--- src/rtl/program_loader.sv ---
// Program-memory writer for picoMIPS: packs CHUNK-bit words into instructions and
// writes them to sequential addresses. Optional feature: PROGRAM_LOADER_CHECKSUM_EN.
module program_loader #(
    parameter int N      = 8,
    parameter int O_SIZE = 6,
    parameter int R_SIZE = 3,
    parameter int P_SIZE = 5,
    parameter int I_SIZE = O_SIZE + R_SIZE + N,
    parameter int CHUNK  = 8
) (
    input  logic              clk,
    input  logic              nReset,
    input  logic              loadReq,
    input  logic              loadDone,
    input  logic [CHUNK-1:0]  dataIn,
    input  logic              dataValid,
    output logic              dataReady,
    output logic              pmWriteEn,
    output logic [P_SIZE-1:0] pmWriteAddr,
    output logic [I_SIZE-1:0] pmWriteData,
    output logic              cpuHold,
    output logic              pcReset,
    output logic [P_SIZE:0]   wordCount,
    output logic              loadError
`ifdef PROGRAM_LOADER_CHECKSUM_EN
    ,
    output logic [I_SIZE-1:0] checksum
`endif
);

    localparam int NCHUNK = (I_SIZE + CHUNK - 1) / CHUNK;
    localparam int CW     = (NCHUNK > 1) ? $clog2(NCHUNK) : 1;
    localparam logic [CW-1:0]     LAST_CHUNK = CW'(NCHUNK - 1);
    localparam logic [P_SIZE-1:0] ADDR_MAX   = '1;

    typedef enum logic [1:0] {RUN, LOAD, WRITE, FINISH} state_t;

    state_t              state, state_nxt;
    logic [CW-1:0]       chunk;
    logic [P_SIZE-1:0]   addr;
    logic [I_SIZE-1:0]   shift;
    logic [P_SIZE:0]     count;
    logic                err;
    logic                done_pending;
    logic                complete;

    assign complete = (state == LOAD) && dataValid && (chunk == LAST_CHUNK);

    always_ff @(posedge clk or negedge nReset) begin
        if (!nReset) begin
            state <= RUN;
        end else begin
            state <= state_nxt;
        end
    end

    // Control outputs decode only the registered state, so no input reaches an output
    always_comb begin
        state_nxt = state;
        dataReady = 1'b0;
        pmWriteEn = 1'b0;
        cpuHold   = 1'b0;
        pcReset   = 1'b0;
        case (state)
            RUN: begin
                if (loadReq) state_nxt = LOAD;
            end
            LOAD: begin
                cpuHold   = 1'b1;
                dataReady = 1'b1;
                if (complete)      state_nxt = WRITE;
                else if (loadDone) state_nxt = FINISH;
            end
            WRITE: begin
                cpuHold   = 1'b1;
                pmWriteEn = 1'b1;
                if ((addr == ADDR_MAX) || done_pending || loadDone) state_nxt = FINISH;
                else                                                state_nxt = LOAD;
            end
            FINISH: begin
                cpuHold   = 1'b1;
                pcReset   = 1'b1;
                state_nxt = RUN;
            end
            default: state_nxt = RUN;
        endcase
    end

    always_ff @(posedge clk or negedge nReset) begin
        if (!nReset) begin
            chunk        <= '0;
            addr         <= '0;
            shift        <= '0;
            count        <= '0;
            err          <= 1'b0;
            done_pending <= 1'b0;
        end else begin
            case (state)
                RUN: begin
                    if (loadReq) begin
                        chunk        <= '0;
                        addr         <= '0;
                        count        <= '0;
                        err          <= 1'b0;
                        done_pending <= 1'b0;
                    end
                end
                LOAD: begin
                    if (dataValid) begin
                        // Only the low I_SIZE bits are kept, dropping the excess MSBs
                        shift <= I_SIZE'({shift, dataIn});
                        if (chunk == LAST_CHUNK) begin
                            chunk        <= '0;
                            done_pending <= loadDone;
                        end else begin
                            chunk <= chunk + 1'b1;
                        end
                    end
                    if (loadDone && !complete) begin
                        chunk <= '0;
                        if ((chunk != '0) || dataValid) err <= 1'b1;
                    end
                end
                WRITE: begin
                    count        <= count + 1'b1;
                    done_pending <= 1'b0;
                    if (addr != ADDR_MAX) addr <= addr + 1'b1;
                end
                default: ;
            endcase
        end
    end

`ifdef PROGRAM_LOADER_CHECKSUM_EN
    always_ff @(posedge clk or negedge nReset) begin
        if (!nReset) begin
            checksum <= '0;
        end else if ((state == RUN) && loadReq) begin
            checksum <= '0;
        end else if (state == WRITE) begin
            checksum <= checksum ^ shift;
        end
    end
`endif

    assign pmWriteAddr = addr;
    assign pmWriteData = shift;
    assign wordCount   = count;
    assign loadError   = err;

endmodule

--- config.mk ---
export PLATFORM = sky130hd
export DESIGN_NAME = program_loader
export DESIGN_NICKNAME = d
export VERILOG_FILES = /design/src/rtl/program_loader.sv
export SDC_FILE = /design/constraint.sdc
export NUM_CORES = 1
export LEC_CHECK = 0
export BUFFER_PORTS_ARGS = -buffer_cell sky130_fd_sc_hd__buf_2
export CAP_MARGIN = 40
export CORE_MARGIN = 3
export CORE_UTILIZATION = 55
export DETAILED_ROUTE_END_ITERATION = 16
export PLACE_DENSITY = 0.84
export SKIP_LAST_GASP = 1
export SYNTH_ARGS = -nofsm -noshare
export SYNTH_HDL_FRONTEND = slang
export SYNTH_SLANG_ARGS = --single-unit
export TNS_END_PERCENT = 100
--- constraint.sdc ---
create_clock -name clk -period 3.3 [get_ports clk]
set_clock_uncertainty 0.1 [all_clocks]
set_input_delay 0 -clock clk [delete_from_list [all_inputs] [get_ports clk]]
set_output_delay 0 -clock clk [all_outputs]
set_load 0.02 [all_outputs]
==> metrics.yaml <==
cts_root_buffer: "clkbuf_4"
routed_wl_mm: 3.472
synth_top_family_by_area: "multiplexers"
yosysWarningCount: 0
cap_viol_max_count: 0
place_inst: 204
finalNonFillerCells: 224
pwr-share-comb_pct: 46.9
clk_path_buf_depth: 2
ys_async_sr_fraction_pct: 100.0
final_util_pct: 77.54
path_delay_family: "adder cells"
required_ps: 3410
hold_violations: 0
cts_tree: "done"
fin_crit_sh_pct: 53.73
crit_arrival_ps: 1890
crit_type: "flop to flop"
grt_pass1_vias: 1218
areaGrowthSynthToFinish_pct: 26.68
cts_made_buffers: 5
cts_resized: 0
postRouteAntennaNets: 0
start_kind: "flop"
multi_input_area_um2: 706.9
synth_seq_area_share_pct: 53.21
core_um2: 2613
fin_setup_tns_ps: 0
synthXorXnorAreaFrac_pct: 0.5477
drv_slew: 0
critPathMaxStageDelay_ps: 440
swShare_pct: 42.58
rows: 18
tightest_slew_ps: 874.1
worst_ir_drop_vdd_mv: 0.7793
r2r-start: "pmWriteAddr[0]"
regArea_um2: 850.8
crit_path_end: "pmWriteAddr[3]"
powerDensity_nw_per_um2: 1015
grt_pass1_wl_mm: 5.685
synth-seq-cells: 34
synth_cell_type_count: 41
period_minus_slack_ps: 1773
drt_iter0_markers: 37
track_usage_pct: 21.33
synth_edf_count: 0
numPortBuffers: 45
clkLatencyLatePin_ps: 330
grt_max_degree: 35
dp_hpwl_mm: 2.313
status: "complete, no violations"
clock.fmax_ghz: 0.5639
p_seq_share_pct: 38.6
p_clk_share_pct: 14.5
postSynthNetCount: 149
fin_nets: 208
grt-ovfl-total: 0
die_x_um: 59.92
vias: 1267
path_common_cell: "ha_1"
place_ws_ps: 1526
crit_fanout: 8
ff2ff_path_depth: 6
synthCells: 133
die_area_um2: 3590
synth_ff_type: "dfrtp_1"
cp-end-kind: "flop"
synth_compound_area_share_pct: 11.27
p_leak_nw: 1.060
p_switching_mw: 0.8754
cts.clk_slew.worst_paths_ps: 100
antenna_found_initial: 0
r2r_slack_ps: 1530
boundaryPins: 46
p_int_mw: 1.181
start_util_pct: 61.21
wl_per_cell_um: 15.50
min_from: "dataValid"
synth_area_um2: 1599
gp_congestion: 0.7921
cts_sinks: 34
r2r_end: "pmWriteAddr[3]"
avgViaCountPerCell: 5.656
drtPass1Iterations: 4
crit_path_cell_trace: "ha_1 > and3_1 > ha_1 > nand4b_1 > mux2i_1 > o21ai_0"
path_buf_inv: 0
nFillCells: 167
synth.area.mux_share_pct: 17.45
cts_post_setup_buffers_inserted: 0
post-route-drc-count: 0
hp-class: "input port to flop"
cpMaxStageDelayCell: "dfrtp_1"
drive_gt1_share_pct: 33.68
setup_viol_count_final: 0
fin_ws_ps: 1527
grt_setup_unrepaired: "no"
relSlewSlack_pct: 41.61
die_y_um: 59.92
cp_num_cells: 6
yosys.area_share.adder_pct: 2.347
holdBufCountCts: 11
synth-simple-area-share_pct: 12.60
htree_levels: 2
syn_avg_cell_area_um2: 12.02
startpoint: "pmWriteAddr[0]"
[worst min path at each step]
| stage | depth (start not counted) | slack [ps] | to |
|---|---|---|---|
| final | 3 | 20 | state[1] |
| after global routing | 3 | 40 | state[1] |
| after CTS | 3 | 20 | state[1] |
| after detailed placement | 1 | 6 | wordCount[2] |
| after global placement | 1 | -3 | wordCount[2] |
| after floorplan | 0 | -400 | chunk[0] |
[sequential cells by signal, summed over array words and instances, names as in the netlist]
register,count
pmWriteAddr,5
loadError,1
done_pending,1
pmWriteData,17
state,2
wordCount,6
chunk,2
[cell type report]
class	instances	area share (%)
tap	30	1.853
clock inverter	1	1.482
inverter	4	0.8647
sequential	34	42.00
timing repair buffer	56	16.55
multi-input combinational	91	34.90
antenna	1	0.1235
clock buffer	7	2.224
[cells in the final DEF, fill, tap and decap left out, types with 2 or more instances in the layout]
cell type,n
dlygate4sd3_1,11
buf_2,45
a22o_1,3
nor3b_1,2
o21ai_0,8
dfrtp_1,34
mux2_4,10
inv_1,3
mux2_1,7
o21ai_1,3
clkbuf_4,5
nand3_1,3
a21oi_1,2
nand2_1,12
nor2_1,9
ha_1,3
mux2i_1,5
a22oi_1,2
clkbuf_1,2
[tightest hold or removal path: stages]
cell	delay (ps)
buf_2	160
a311oi_1	130
a21oi_1	120
[cell families after synthesis]
group | after synthesis
fa+ha+maj | 3
buf+inv | 8
mux | 22
compound gates | 27
xor+xnor | 1
simple gates | 38
flops | 34
[synth_stat cells (2+ instances only)]
master    count  area share (%)
inv_1         3            0.70
nor3b_1       2            0.94
nor2_1        9             2.1
a22oi_1       2            0.94
o21ai_0       8             2.5
clkbuf_1      2            0.47
ha_1          3             2.3
nand2_1      12             2.8
mux2_4       10             9.4
mux2_1        7             4.9
o21ai_1       3            0.94
mux2i_1       5             3.1
dfrtp_1      34              53
a22o_1        3             1.6
nand3_1       3            0.94
a21oi_1       2            0.63
[metal layers]
metal	vias to the layer above	wire length, µm	track usage [%]
met5	-	0	0
met3	7	169	3.888
met1	631	1396	25.63
met2	35	1859	37.19
met4	0	47	8.861
li1	594	-	-
[stage by stage]
step / cell area, µm² / total power [mW] / hold WS, ps
detailed placement: 1838 / 1.752 / 5.632
CTS: 2023 / 2.067 / 17.50
global route: 2023 / 2.194 / 39.32
floorplan: 1599 / 1.452 / -395.6
global placement: 1838 / 1.708 / -2.938
finish: 2026 / 2.056 / 20.07
[power groups by stage]
stage / logic [mW] / clock network (mW) / registers (mW)
finish: 0.964 / 0.298 / 0.794
global route: 1.05 / 0.317 / 0.831
CTS: 0.973 / 0.301 / 0.793
detailed placement: 0.952 / 0 / 0.801
global placement: 0.927 / 0 / 0.780
floorplan: 0.492 / 0 / 0.960
Note: power is estimated with default switching activity, not from simulation.
